**src/rtl/instr_prefetch_buffer.sv**
```systemverilog
// instr_prefetch_buffer: in-order instruction prefetcher feeding IF/ID from a DEPTH-entry {pc, instr} FIFO.
// Latency: request accepted in cycle N, response in N+L, out_valid in N+L+1 (head is registered, no resp->out path).
// Backpressure: fetch is credit-limited (FIFO occupancy + outstanding < DEPTH); out_ready low only holds the head.
// Ports: clk, rst (synchronous, active-high); redirect_valid/redirect_pc flush the buffer and restart fetch;
//        imem_req_valid/imem_req_addr/imem_req_ready request channel; imem_resp_valid/imem_resp_data in-order
//        responses; out_valid/out_pc/out_instr/out_ready towards IF/ID.
// Optional: define PREFETCH_ERR_EN to add imem_resp_err/out_err; an error entry halts fetch until a redirect.
module instr_prefetch_buffer #(
    parameter int unsigned DEPTH    = 4,
    parameter logic [31:0] RESET_PC = 32'h0000_0000
) (
    input  logic        clk,
    input  logic        rst,
    input  logic        redirect_valid,
    input  logic [31:0] redirect_pc,
    output logic        imem_req_valid,
    output logic [31:0] imem_req_addr,
    input  logic        imem_req_ready,
    input  logic        imem_resp_valid,
    input  logic [31:0] imem_resp_data,
`ifdef PREFETCH_ERR_EN
    input  logic        imem_resp_err,
    output logic        out_err,
`endif
    output logic        out_valid,
    output logic [31:0] out_pc,
    output logic [31:0] out_instr,
    input  logic        out_ready
);

    localparam int AW = $clog2(DEPTH);
    localparam int CW = AW + 1;
    localparam logic [CW:0] DEPTH_C = (CW+1)'(DEPTH);

    typedef enum logic [1:0] {IDLE, FETCH, STALL, FLUSH} state_t;

    state_t          state_q, state_d;
    logic [31:0]     fetch_pc_q, fetch_pc_d;
    logic [31:0]     resp_pc_q, resp_pc_d;
    logic [CW-1:0]   outstanding_q, outstanding_d;
    logic [CW-1:0]   drop_cnt_q, drop_cnt_d;
    logic [CW-1:0]   count_q, count_d;
    logic [AW-1:0]   wr_ptr_q, wr_ptr_d, rd_ptr_q, rd_ptr_d;
    logic            stop_q, stop_d;
    logic [31:0]     pc_mem    [DEPTH];
    logic [31:0]     instr_mem [DEPTH];

    logic            redir, accept, resp_cnt, push, pop, credit_ok, credit_nxt;
    logic [31:0]     redir_pc;

    // Redirects are meaningless before fetch has started.
    assign redir    = redirect_valid && (state_q != IDLE);
    assign redir_pc = redirect_pc & 32'hFFFF_FFFC;

    assign credit_ok      = ({1'b0, count_q} + {1'b0, outstanding_q}) < DEPTH_C;
    assign imem_req_valid = (state_q == FETCH) && credit_ok && !stop_q;
    assign imem_req_addr  = fetch_pc_q;
    assign accept         = imem_req_valid && imem_req_ready;

    // A response with nothing outstanding is ignored so the counter cannot underflow.
    assign resp_cnt = imem_resp_valid && (outstanding_q != '0);
    assign push     = resp_cnt && (state_q != FLUSH) && !redir;
    assign pop      = out_valid && out_ready;

    assign out_valid = (count_q != '0);
    assign out_pc    = out_valid ? pc_mem[rd_ptr_q]    : 32'h0;
    assign out_instr = out_valid ? instr_mem[rd_ptr_q] : 32'h0;

    // Occupancy, pointers and outstanding count for the next cycle.
    always_comb begin
        outstanding_d = outstanding_q + CW'(accept) - CW'(resp_cnt);
        count_d       = count_q;
        wr_ptr_d      = wr_ptr_q;
        rd_ptr_d      = rd_ptr_q;
        if (redir) begin
            count_d  = '0;
            wr_ptr_d = '0;
            rd_ptr_d = '0;
        end else begin
            count_d = count_q + CW'(push) - CW'(pop);
            if (push) wr_ptr_d = wr_ptr_q + AW'(1);
            if (pop)  rd_ptr_d = rd_ptr_q + AW'(1);
        end
    end

    assign credit_nxt = ({1'b0, count_d} + {1'b0, outstanding_d}) < DEPTH_C;

    // Next-state logic. Fetch is strictly sequential between redirects, so the in-order
    // PC tag queue reduces to a running pointer (resp_pc) for the next kept response.
    always_comb begin
        state_d    = state_q;
        fetch_pc_d = fetch_pc_q;
        resp_pc_d  = resp_pc_q;
        drop_cnt_d = drop_cnt_q;
        if (accept) fetch_pc_d = fetch_pc_q + 32'd4;
        if (push)   resp_pc_d  = resp_pc_q + 32'd4;
        if ((state_q == FLUSH) && resp_cnt) drop_cnt_d = drop_cnt_q - CW'(1);
        case (state_q)
            IDLE:    state_d = FETCH;
            FETCH:   if (!credit_nxt || stop_d) state_d = STALL;
            STALL:   if (credit_nxt && !stop_d) state_d = FETCH;
            FLUSH:   if (drop_cnt_d == '0) state_d = FETCH;
            default: state_d = IDLE;
        endcase
        // Everything still in flight after this cycle belongs to the old stream.
        if (redir) begin
            fetch_pc_d = redir_pc;
            resp_pc_d  = redir_pc;
            drop_cnt_d = outstanding_d;
            state_d    = (outstanding_d != '0) ? FLUSH : FETCH;
        end
    end

`ifdef PREFETCH_ERR_EN
    logic err_mem [DEPTH];

    assign stop_d  = redir ? 1'b0 : (stop_q || (push && imem_resp_err));
    assign out_err = out_valid ? err_mem[rd_ptr_q] : 1'b0;

    always_ff @(posedge clk) begin
        if (push) err_mem[wr_ptr_q] <= imem_resp_err;
    end
`else
    assign stop_d = 1'b0;
`endif

    always_ff @(posedge clk) begin
        if (rst) begin
            state_q       <= IDLE;
            fetch_pc_q    <= RESET_PC;
            resp_pc_q     <= RESET_PC;
            outstanding_q <= '0;
            drop_cnt_q    <= '0;
            count_q       <= '0;
            wr_ptr_q      <= '0;
            rd_ptr_q      <= '0;
            stop_q        <= 1'b0;
        end else begin
            state_q       <= state_d;
            fetch_pc_q    <= fetch_pc_d;
            resp_pc_q     <= resp_pc_d;
            outstanding_q <= outstanding_d;
            drop_cnt_q    <= drop_cnt_d;
            count_q       <= count_d;
            wr_ptr_q      <= wr_ptr_d;
            rd_ptr_q      <= rd_ptr_d;
            stop_q        <= stop_d;
        end
    end

    // Storage needs no reset: the head is masked whenever the FIFO is empty.
    always_ff @(posedge clk) begin
        if (push) begin
            pc_mem[wr_ptr_q]    <= resp_pc_q;
            instr_mem[wr_ptr_q] <= imem_resp_data;
        end
    end

endmodule

```
**config.mk**
```make
export PLATFORM = sky130hd
export DESIGN_NAME = instr_prefetch_buffer
export DESIGN_NICKNAME = d
export VERILOG_FILES = /design/src/rtl/instr_prefetch_buffer.sv
export SDC_FILE = /design/constraint.sdc
export NUM_CORES = 1
export LEC_CHECK = 0
export ABC_AREA = 1
export BUFFER_PORTS_ARGS = -buffer_cell sky130_fd_sc_hd__buf_4
export CORE_ASPECT_RATIO = 0.8
export CORE_MARGIN = 2
export CORE_UTILIZATION = 42
export DETAILED_ROUTE_END_ITERATION = 12
export PLACE_DENSITY_LB_ADDON = 0.05
export SYNTH_ARGS = -nofsm -noshare
export SYNTH_HDL_FRONTEND = slang
export SYNTH_SLANG_ARGS = --single-unit
```
**constraint.sdc**
```tcl
create_clock -name clk -period 5.3 [get_ports clk]
set_input_delay 0.795 -clock clk [delete_from_list [all_inputs] [get_ports clk]]
set_output_delay 0.795 -clock clk [all_outputs]
set_load 0.03 [all_outputs]
```
Word level (Yosys, flattened, before mapping)
Memories as Yosys holds them, arrays and structs flattened. A register that Yosys moved wholly into a read port is not among the register bits.
Index checks and enable logic that the tools add are counted.
{ "totals": {"output_inout_bits": 98, "memories": 2, "input_bits": 70, "word_cells": 72, "regBits": 79, "ram_bits": 256} }
{ "mem_list": {"columns": ["name", "words", "width", "rd", "rd_clocked_by_memory_dff", "wr", "line_no", "rtl"], "rows": [
  ["instr_mem", 4, 32, 1, 1, 1, "46", "logic [31:0] instr_mem [DEPTH];"],
  ["pc_mem", 4, 32, 1, 1, 1, "45", "logic [31:0] pc_mem [DEPTH];"]
]} }
{ "classes": {"n_lt_le_gt_ge": 2, "n_reduce_logical": 19, "n_mux": 21, "n_addsub": 11, "eq_ne": 7} }
{ "op_table": {"columns": ["cell", "count"], "rows": [
  ["2-to-1 mux 32 bit", 6],
  ["adder 32 x 3 -> 32 bit, second input constant", 2],
  ["2-to-1 mux 2 bit", 9],
  ["2-to-1 mux 3 bit", 3],
  ["nonzero test 3 bit", 3],
  ["adder 3 x 3 -> 4 bit", 2],
  ["logical AND 1 bit", 8],
  ["< comparator 4 x 3 -> 1 bit, second input constant", 2],
  ["case mux 2 bit (4 select lines)", 1],
  ["adder 3 x 1 -> 3 bit", 2],
  ["inequality test 3 bit, second input constant", 2],
  ["nonzero test 2 bit", 3],
  ["subtractor 3 x 1 -> 3 bit", 2],
  ["adder 2 x 1 -> 2 bit, second input constant", 2],
  ["== test 2 bit, second input constant", 2],
  ["zero test 3 bit", 1],
  ["inequality test 3 x 2 -> 1 bit, second input constant", 1],
  ["AND reduction 3 bit", 1],
  ["subtractor 3 x 1 -> 3 bit, second input constant", 1],
  ["== test 2 x 1 -> 1 bit, second input constant", 1],
  ["zero test 2 bit", 1],
  ["2-to-1 mux 1 bit", 2],
  ["inequality test 2 bit, second input constant", 1],
  ["OR reduction 2 bit", 1],
  ["zero test 1 bit", 1]
]} }

Depth between registers and ports, before layout
Gate-level depths: netlist of the first run.
{ "logic_depth": {"word_depth": 12, "ltp_mapped": 21, "depth_no_buf": 21} }

Worst setup path after synthesis of the first run
OpenSTA, ideal clock, no wires.
{ "synth_timing": {"path_kind": "in2reg", "start": "input port imem_resp_valid", "end": "memory instr_mem[0][0], enable pin", "cell_stages": 5, "setup_ps": 482, "path_buffers": 0, "t_required_ps": 4818, "arrival_ps": 3917, "slack_ps": 901, "path_cell_list": "a21boi_2 > nand2_2 > nor2_2 > inv_2 > nor2_1"} }
{ "synth_via": {"elab_chain_cells": 5} }
{ "synth_rtl": {"columns": ["item", "line_no", "rtl"], "rows": [
  ["from (decl)", "19", "input logic imem_resp_valid,"],
  ["logical AND 1 bit", "61", "assign resp_cnt = imem_resp_valid && (outstanding_q != '0);"],
  ["logical AND 1 bit (2 in series)", "62", "assign push = resp_cnt && (state_q != FLUSH) && !redir;"],
  ["2-to-1 mux 1 bit", "153", "if (push) begin"],
  ["2-to-1 mux 1 bit (implied by the code)", "155", "instr_mem[wr_ptr_q] <= imem_resp_data;"],
  ["to (decl)", "46", null]
]} }
No other way between the ends.

Worst setup path after layout of the first run
{ "layout_timing": {"start": "register outstanding_q[2]", "end": "register state_q[0]"} }
{ "layout_via": {"word_cells_on_any_way": 22, "classes_between": "add/sub: 6; order compare: 2; eq/ne: 3; mux: 2; reduce/logical: 9"} }
{ "layout_lines": {"columns": ["item", "line_no", "rtl"], "rows": [
  ["from (decl)", "40", "logic [CW-1:0] outstanding_q, outstanding_d;"],
  ["from (signal assigned)", "142", "outstanding_q <= outstanding_d;"],
  ["adder 3 x 3 -> 4 bit", "55", "assign credit_ok = ({1'b0, count_q} + {1'b0, outstanding_q}) < DEPTH_C;"],
  ["< comparator 4 x 3 -> 1 bit", "55", null],
  ["logical AND 1 bit", "56", "assign imem_req_valid = (state_q == FETCH) && credit_ok && !stop_q;"],
  ["logical AND 1 bit", "58", "assign accept = imem_req_valid && imem_req_ready;"],
  ["adder 3 x 1 -> 3 bit", "71", "outstanding_d = outstanding_q + CW'(accept) - CW'(resp_cnt);"],
  ["subtractor 3 x 1 -> 3 bit (*)", "71", null],
  ["net outstanding_d[2]", "40", null],
  ["adder 3 x 3 -> 4 bit (*)", "86", "assign credit_nxt = ({1'b0, count_d} + {1'b0, outstanding_d}) < DEPTH_C;"],
  ["< comparator 4 x 3 -> 1 bit (*)", "86", null],
  ["inequality test 3 bit (no line)", null, null],
  ["AND reduction 3 bit (no line) (*)", null, null],
  ["to (signal assigned)", "139", "state_q <= state_d;"],
  ["to (decl)", "37", "state_t state_q, state_d;"]
]} }
Mark *: on every way through the listed nets, which the timed path passes. The rest lies on a longest branch.
A chain may end at the register's enable or synchronous reset.

==> results.py, run 1 <==
metrics = {
    "setup_path": {
        "worstPathMaxFanout": 8,
        "crit_arrival_ns": 4.25,
        "required_ns": 5.78,
        "end_kind": "flop",
        "cp-start-kind": "flop",
        "worstSetupPathType": "reg2reg",
    },
    "sta": {
        "rsz0062_at_grt": "false",
        "fin_tns_setup_ns": 0,
        "slew_headroom_pct": 32.33,
        "fin_skew_ns": 0.01229,
        "worst_pin_slew_ns": 1.013,
        "finalHoldViolCount": 0,
        "finalCriticalPeriod_ns": 3.774,
        "clock.fmax_mhz": 264.9,
        "drv_slew": 0,
        "setup-violations-final": 0,
        "post-route-period-util_pct": 71.21,
    },
    "finish": {
        "finalNetCount": 1823,
        "layout-drive-gt1-share_pct": 15.38,
        "fillCellCount": 3245,
        "final_common_cell": "nor2_1",
        "multi_input_area_um2": 5129,
        "diodes": 0,
        "syn2layout_area_growth_pct": 18.81,
        "layout_common_cells": "351 x nor2_1, 248 x edfxtp_1, 223 x nand2_1, 189 x o21ai_0, 172 x buf_4",
        "regArea_um2": 8994,
    },
    "die": {
        "ios": 168,
        "initial_core_util_pct": 42.72,
        "die_y_um": 172.5,
        "die-area_um2": 37010,
        "die_x_um": 214.6,
        "core_area_um2": 34880,
        "rows": 61,
    },
    "synthesis": {
        "yosys.area_share.simple_pct": 19.74,
        "synth_warnings": 0,
        "synth_fa_ha_area_share_pct": 1.528,
        "avgSynthCellArea_um2": 9.325,
        "synth-compound-area-share_pct": 11.47,
        "synthCells": 1598,
        "synth.distinct_cells": 45,
        "synth-seq-area-share_pct": 60.32,
        "ys_ff_latch": 325,
        "synthMuxAreaShare_pct": 0,
        "syn_area_um2": 14900,
        "synth_xor_area_share_pct": 1.293,
        "synth_top_family_by_area": "simple AND/OR/NAND/NOR gates",
    },
    "place": {
        "dpl.hpwl_um": 24080,
        "place_congestion": 0.8939,
        "port_buffers": 161,
    },
    "clock_network": {
        "clockBufferDepth": 3,
        "cts_resized": 0,
        "clock_latency_ns": 0.53,
        "cts-root-buf": "clkbuf_16",
        "clkTransAtPathRegs_ns": 0.06,
        "clock-sinks": 325,
        "h-tree-depth": 2,
        "cts_hold_buf": 0,
        "cts_buffers": 36,
        "cts_setup_buffers": 0,
        "cts_tree": "yes",
    },
    "route": {
        "firstDrtPassIters": 6,
        "wl_per_cell_um": 17.18,
        "ant_nets": 0,
        "vias_per_cell": 5.084,
        "vias": 11360,
        "drc": 0,
        "wl_um": 38380,
        "drt_iter0_drc": 613,
    },
    "grt": {
        "antenna_found_initial": 0,
        "grt.total_usage_pct": 20.69,
        "gr-total-overflow": 0,
        "grt_pass1_vias": 10760,
        "grt_pass1_wl_um": 59970,
        "grt_max_degree": 83,
    },
    "pwr": {
        "power.share.sequential_pct": 38.6,
        "cell_internal_pwr_uw": 5923,
        "total_power_uw": 9765,
        "power.switching_uw": 3842,
        "p_sw_share_pct": 39.35,
        "ir_worst_vdd_v": 0.0002796,
        "clkPwrFrac_pct": 25.7,
        "p_leak_uw": 0.006772,
        "power_density_nw_per_um2": 551.6,
        "power_frac_comb_pct": 35.7,
    },
    "worst_hold_path": {
        "min_path_type": "in2reg",
    },
    "run_status": {
        "status": "completed",
    },
    "job": {
        "cap_violations": 0,
    },
}
## path summary, 6_finish.rpt
| check | startpoint | to | slack [ns] | depth (start not counted) |
|---|---|---|---|---|
| max | outstanding_q[2] | state_q[0] | 1.53 | 19 |
| min | imem_resp_data[5] | instr_mem[2][5] | 0.46 | 1 |
| max reg2reg | outstanding_q[2] | state_q[0] | 1.53 | 19 |
| min reg2reg | wr_ptr_q[0] | wr_ptr_q[0] | 0.51 | 2 |
## logic make-up (layout without fill, tap and decap cells)
| group | Yosys count | count (layout) |
|---|---|---|
| other | 1 | 4 |
| buffers and inverters | 199 | 360 |
| AND/OR/NAND/NOR | 707 | 707 |
| AO/OA/AOI/OAI | 327 | 327 |
| adder cells (fa/ha/maj) | 17 | 17 |
| XOR/XNOR | 22 | 22 |
| flip-flops | 325 | 325 |
## registers in the layout, summed over array words and instances (netlist names), named ones only
register / cells
instr_mem: 128
pc_mem: 120
imem_req_addr: 30
resp_pc_q: 30
count_q: 3
drop_cnt_q: 3
outstanding_q: 3
rd_ptr_q: 2
state_q: 2
wr_ptr_q: 2
## per-stage QoR
step           setup WS, ns  area [um2]  utilization [%]  std cells  hold WS, ns
2_1_floorplan        0.9013       14910                -       1601       0.4733
3_3_place_gp          1.347       16520            47.36       2170       0.4920
3_5_place_dp          1.283       16520            47.36       2170       0.4992
4_1_cts               1.511       17700            50.76       2234       0.4402
5_1_grt               1.206       17700            50.76       2234       0.4469
6_report              1.526       17700            50.76       2234       0.4642
## critical path, stage by stage (launching register included)
cell and delay [ns]:
dfxtp_1 0.33, ha_1 0.29, nor3_1 0.18, nand2_1 0.13, nor2_4 0.15, nand2_4 0.13
ha_1 0.30, inv_1 0.04, ha_1 0.18, fa_1 0.38, xor2_1 0.17, xor2_1 0.32
ha_1 0.29, nor3_1 0.29, nand3_1 0.12, nand2_1 0.10, inv_1 0.04, o211ai_1 0.16
nand2_1 0.07, inv_1 0.06
## metal layers
| metal | routed length [um] | up-vias | global-route usage (%) |
|---|---|---|---|
| met2 | 17960 | 260 | 34.63 |
| met3 | 2001 | 49 | 3.272 |
| met4 | 624 | 0 | 5.193 |
| li1 | - | 5671 | - |
| met1 | 17790 | 5378 | 28.35 |
| met5 | 0 | - | 0 |
## area by class of cell
cell class / instances / area share, %
inverters: 121 / 2.565
repair buffers: 175 / 7.633
flip-flops and latches: 325 / 50.80
well taps: 472 / 3.336
multi-input cells: 1077 / 28.97
clock buffers: 54 / 5.936
clock inverters: 10 / 0.7633
## power groups by stage
stage / clock network (uW) / registers [uW] / logic [uW]
floorplan: 0 / 3780 / 2320
global placement: 0 / 3810 / 3500
detailed placement: 0 / 3820 / 3530
CTS: 2560 / 3770 / 3540
global route: 2660 / 3830 / 3890
finish: 2510 / 3770 / 3490
## synthesized netlist by cell type, drive strengths merged
cell | instances | share of area, %
nand3b | 8 | 0.40
nand2 | 232 | 6.1
clkbuf | 44 | 1.1
o211ai | 9 | 0.45
nand3 | 53 | 1.9
o22ai | 1 | 0.042
a21oi | 99 | 3.3
o21a | 1 | 0.050
nor3b | 3 | 0.15
nor2 | 363 | 9.4
a211oi | 3 | 0.22
conb | 1 | 0.025
o21ai | 200 | 6.7
a31oi | 11 | 0.46
edfxtp | 248 | 50
or2 | 4 | 0.17
nor3 | 26 | 0.91
o31ai | 1 | 0.050
nand4 | 15 | 0.63
nor4 | 1 | 0.042
inv | 121 | 3.0
ha | 15 | 1.3
buf | 34 | 1.5
dfxtp | 77 | 10
xor2 | 15 | 0.88
and3 | 2 | 0.084
fa | 2 | 0.27
a21boi | 1 | 0.076
o21bai | 1 | 0.050
xnor2 | 7 | 0.41
Power figures use the tool's default switching activity.
==> inputs of run 2 (changes only) <==
==> constraint.sdc (replaced) <==
create_clock -name clk -period 3.7 [get_ports clk]
set_input_delay 0.555 -clock clk [delete_from_list [all_inputs] [get_ports clk]]
set_output_delay 0.555 -clock clk [all_outputs]
set_load 0.03 [all_outputs]
==> run 2 against run 1 <==
Net effect: setup slack worse by 1.1 ns; hold slack worse by 0.24 ns; cell count rose by 0.31%; utilization increased by 0.17 points; count of clock-buffer cells in the layout is 1 lower; design area is 0.33% higher; critical endpoint unchanged.
==> results.py, run 2 (synthesized netlist as in run 1, its figures left out) <==
metrics = {
    "die": {
        "die_y_um": 172.5,
        "ios": 168,
        "die_x_um": 214.6,
        "die-area_um2": 37010,
        "rows": 61,
        "core_area_um2": 34880,
        "initial_core_util_pct": 42.72,
    },
    "worst_hold_path": {
        "hp-start": "imem_resp_data[24]",
        "min_path_type": "in2reg",
        "min_to": "instr_mem[2][24]",
        "min_path_cells": 1,
    },
    "job": {
        "cap_violations": 0,
    },
    "clock_network": {
        "clkTransAtPathRegs_ns": 0.06,
        "clock_latency_ns": 0.54,
        "cts_setup_buffers": 0,
        "clock-sinks": 325,
        "cts-root-buf": "clkbuf_16",
        "cts_tree": "yes",
        "clockBufferDepth": 3,
        "cts_buffers": 36,
        "cts_hold_buf": 0,
        "h-tree-depth": 2,
    },
    "setup_path": {
        "crit_arrival_ns": 3.81,
        "regToRegStartpoint": "count_q[1]",
        "required_ns": 4.19,
        "worstPathCellList": "ha_1 > and3_1 > nor2_4 > nand2_4 > ha_1 > inv_1 > ha_1 > fa_1 > xor2_1 > xor2_1 > ha_1 > nor3_2 > nand3_1 > nand2_1 > inv_1 > o211ai_1 > nand2_1 > inv_1",
        "cpMostUsedCell": "ha_1",
        "reg2regPathDepth": 18,
        "worstSetupPathType": "reg2reg",
        "worstReg2RegEnd": "state_q[0]",
        "end_kind": "flop",
        "slowest_stage": "dfxtp_1",
        "cpPeakStageDelay_ns": 0.40,
        "rrSetupSlack_ns": 0.38,
        "worstPathMaxFanout": 4,
        "cp-start-kind": "flop",
    },
    "sta": {
        "slew_headroom_pct": 40.90,
        "finalCriticalPeriod_ns": 3.321,
        "fin_ws_ns": 0.3791,
        "rsz0062_at_grt": "false",
        "post-route-period-util_pct": 89.75,
        "worst_pin_slew_ns": 0.8865,
        "fin_skew_ns": 0.02399,
        "drv_slew": 0,
        "clock.fmax_mhz": 301.1,
        "holdWs_ns": 0.2219,
        "finalHoldViolCount": 0,
        "setup-violations-final": 0,
    },
    "finish": {
        "reg_top3": "instr_mem x128, pc_mem x120",
        "layout_common_cells": "351 x nor2_1, 248 x edfxtp_1, 223 x nand2_1, 189 x o21ai_0, 176 x buf_4",
        "final_cells": 2241,
        "final_common_cell": "nor2_1",
        "layout-drive-gt1-share_pct": 15.66,
        "diodes": 0,
        "largest_reg_flops": 128,
        "syn2layout_area_growth_pct": 19.20,
        "postLayoutCellArea_um2": 17760,
        "finalNetCount": 1830,
        "final_util_pct": 50.93,
        "top_register": "instr_mem",
    },
    "place": {
        "dp_slack_ns": 0.2383,
        "port_buffers": 161,
        "place_congestion": 0.8895,
        "dpl.hpwl_um": 24220,
        "place_inst": 2177,
        "place_area_um2": 16610,
    },
    "pwr": {
        "power_density_nw_per_um2": 788.9,
        "ir_worst_vdd_v": 0.0004207,
        "p_leak_uw": 0.006798,
    },
    "grt": {
        "met1_usage_pct": 28.89,
        "grt_max_degree": 66,
        "grt_pass1_vias": 10860,
        "grt_pass1_wl_um": 61090,
        "gr-total-overflow": 0,
        "busiest_layer": "met2",
        "grt.total_usage_pct": 21.18,
        "antenna_found_initial": 0,
        "met3_usage_pct": 3.096,
        "use_met2_pct": 35.67,
    },
    "route": {
        "vias_per_cell": 5.062,
        "vias": 11340,
        "firstDrtPassIters": 5,
        "drc": 0,
        "ant_nets": 0,
        "drt_iter0_drc": 807,
        "wl_per_cell_um": 17.47,
        "wl_um": 39150,
    },
    "run_status": {
        "status": "completed",
    },
}
## run 2: where the power goes
part / internal [uW] / switching, uW / leakage, uW
combinational: 1680 / 3450 / 0.00333
sequential: 4700 / 687 / 0.00290
clock: 2080 / 1420 / 0.000560
## run 2: how the worst max path moves through the flow
stage	startpoint	to	slack [ns]
after floorplan	imem_resp_valid	instr_mem[0][0]	-0.46
after global placement	outstanding_q[2]	state_q[0]	0.28
after detailed placement	imem_resp_valid	state_q[0]	0.24
after CTS	count_q[1]	state_q[0]	0.23
after global routing	outstanding_q[2]	state_q[0]	0.03
final	count_q[1]	state_q[0]	0.38
## run 2: layer usage
layer	vias up	routed length, um
met5	-	0
met4	0	718
met3	50	1713
met2	240	18330
met1	5368	18390
li1	5686	-
## run 2: area by class of cell
cell class / count / area (um2)
flip-flops and latches: 325 / 8994
fillers: 3261 / 17120
clock inverters: 11 / 112.6
well taps: 472 / 590.6
inverters: 121 / 454.2
multi-input cells: 1077 / 5134
repair buffers: 182 / 1441
clock buffers: 53 / 1037
## run 2: worst max-delay path: cells and delay by family (launching register included)
kind / cells / cell delay, ns
xor+xnor: 2 / 0.37
buf+inv: 3 / 0.14
fa+ha+maj: 5 / 1.36
compound gates: 1 / 0.15
simple gates: 7 / 0.85
flops: 1 / 0.40
## run 2: what timing repair did
item / 4_1_cts / 5_1_grt
hold endpoints to repair: 0 / 0
resized for setup: 0 / 1
setup endpoints to repair: 0 / 1
## run 2: metrics by stage
step	power, uW	setup TNS (ns)
detailed placement	10620	0
finish	14010	0
floorplan	8731	-113.75
CTS	14150	0
global placement	10560	0
global route	14940	0
==> inputs of run 3 (changes only) <==
==> constraint.sdc (replaced) <==
create_clock -name clk -period 3.7 [get_ports clk]
set_input_delay 0.185 -clock clk [delete_from_list [all_inputs] [get_ports clk]]
set_output_delay 0.185 -clock clk [all_outputs]
set_load 0.03 [all_outputs]
==> run 3 against run 2 <==
Net effect: clock power is 5% lower; sequential share of layout area shrank 0.89 points; via count grew 1.8%; largest cell class unchanged; register-to-register slack worse by 0.09 ns; power fell by 0.81%; sequential power increased by 0.9%; largest power group unchanged; non-clock buffer count increased by 40; count of clock-buffer cells in the layout shrank 10; critical path type unchanged; global-route usage up 0.096 points.
==> results.py, run 3 (synthesized netlist as in run 1, its figures left out) <==
metrics = {
    "run_status": {
        "status": "completed",
    },
    "finish": {
        "final_util_pct": 51.85,
        "final_common_cell": "nor2_1",
        "top_register": "instr_mem",
        "finalNetCount": 1869,
        "postLayoutCellArea_um2": 18080,
        "largest_reg_flops": 128,
        "layout_common_cells": "351 x nor2_1, 248 x edfxtp_1, 223 x nand2_1, 189 x o21ai_0, 177 x buf_4",
        "syn2layout_area_growth_pct": 21.36,
        "diodes": 0,
        "layout-drive-gt1-share_pct": 15.11,
        "fillCellCount": 3263,
        "reg_top3": "instr_mem x128, pc_mem x120",
    },
    "sta": {
        "post-route-period-util_pct": 92.21,
        "slew_headroom_pct": 40.79,
        "finalHoldViolCount": 0,
        "setup-violations-final": 0,
        "worst_pin_slew_ns": 0.8882,
        "fin_skew_ns": 0.01975,
        "fin_ws_ns": 0.2884,
        "clock.fmax_mhz": 293.1,
        "rsz0062_at_grt": "false",
        "finalCriticalPeriod_ns": 3.412,
        "drv_slew": 0,
    },
    "clock_network": {
        "cts-root-buf": "clkbuf_16",
        "clkTransAtPathRegs_ns": 0.06,
        "h-tree-depth": 2,
        "cts_buffers": 35,
        "cts_tree": "yes",
        "clock-sinks": 325,
        "clockBufferDepth": 3,
        "clock_latency_ns": 0.53,
    },
    "route": {
        "wl_per_cell_um": 17.32,
        "ant_nets": 0,
        "vias": 11540,
        "wl_um": 39460,
        "drc": 0,
        "vias_per_cell": 5.065,
        "drt_iter0_drc": 779,
        "firstDrtPassIters": 5,
    },
    "place": {
        "port_buffers": 161,
        "place_area_um2": 16580,
        "dp_slack_ns": 0.1637,
        "place_congestion": 0.8765,
        "dpl.hpwl_um": 24280,
    },
    "grt": {
        "grt_pass1_wl_um": 61880,
        "grt_max_degree": 125,
        "grt.total_usage_pct": 21.28,
        "grt_pass1_vias": 11100,
        "gr-total-overflow": 0,
        "antenna_found_initial": 0,
    },
    "setup_path": {
        "end_kind": "flop",
        "worstSetupPathType": "reg2reg",
        "required_ns": 4.19,
        "crit_arrival_ns": 3.90,
        "cp-start-kind": "flop",
        "worstPathMaxFanout": 8,
    },
    "pwr": {
        "p_leak_uw": 0.006920,
        "total_power_uw": 13900,
        "power_density_nw_per_um2": 768.6,
        "ir_worst_vdd_v": 0.0004561,
    },
    "die": {
        "initial_core_util_pct": 42.72,
        "die-area_um2": 37010,
        "core_area_um2": 34880,
        "die_y_um": 172.5,
        "ios": 168,
        "die_x_um": 214.6,
        "rows": 61,
    },
    "worst_hold_path": {
        "min_path_type": "in2reg",
    },
    "job": {
        "cap_violations": 0,
    },
}
-- run 3: cell count changes in the layout (fill, tap and decap cells not counted), moves of 2 or more --
cell	change
dlygate4sd3_1	+40
clkinv_1	+8
clkbuf_8	-3
clkbuf_1	-5
clkbuf_16	-2
-- run 3: power by group --
| group | switching, uW | internal (uW) | total (uW) |
|---|---|---|---|
| Combinational | 3410 | 1730 | 5140 |
| Clock | 1410 | 1920 | 3330 |
| Sequential | 729 | 4700 | 5430 |
-- run 3: path summary, 6_finish.rpt --
kind | from | end | slack, ns | cells after the start
min | redirect_pc[5] | imem_req_addr[5] | 0.02 | 3
max | outstanding_q[2] | state_q[0] | 0.29 | 19
min reg2reg | wr_ptr_q[0] | wr_ptr_q[0] | 0.51 | 2
max reg2reg | outstanding_q[2] | state_q[0] | 0.29 | 19
-- run 3: what timing repair did --
| item | CTS | global route |
|---|---|---|
| buffers inserted | 0 | 2 |
| hold endpoints to repair | 149 | 0 |
| hold buffers | 40 | 0 |
| endpoints found under the setup margin | 0 | 2 |
| resized for setup | 0 | 3 |
-- run 3: critical path: stages, from the launching register on --
cell	delay [ns]
dfxtp_2	0.33
ha_1	0.28
nor3_1	0.13
nand2_1	0.11
nor2_4	0.17
nand2_4	0.12
ha_1	0.29
inv_1	0.04
ha_1	0.19
fa_1	0.38
xor2_1	0.16
xor2_1	0.18
ha_1	0.33
nor3_4	0.16
nand3_1	0.10
nand2_1	0.09
inv_1	0.04
o211ai_1	0.16
nand2_1	0.07
inv_1	0.05
-- run 3: layout make-up --
type / count / area, um2 / share of cell area, %
clock buffers: 43 / 927.1 / 5.127
clock inverters: 19 / 148.9 / 0.8233
inverters: 121 / 454.2 / 2.511
multi-input cells: 1077 / 5140 / 28.42
flip-flops and latches: 325 / 8995 / 49.74
well taps: 472 / 590.6 / 3.266
repair buffers: 222 / 1829 / 10.11
-- run 3: metrics by stage --
stage / TNS (ns) / hold slack, ns / instances
2_1_floorplan: -84.99 / 0.2630 / 1601
3_3_place_gp: 0 / 0.3878 / 2175
3_5_place_dp: 0 / 0.3877 / 2175
6_report: 0 / 0.01768 / 2279
4_1_cts: 0 / 0.002334 / 2277
5_1_grt: 0 / 0.006594 / 2279
-- run 3: per-layer routing --
layer  vias to the layer above  GRT usage, %  wire, um
li1                       5771             -         -
met1                      5487         29.27     18820
met2                       241         36.12     18640
met3                        45         2.709      1306
met4                         0         5.072       704
met5                         -             0         0
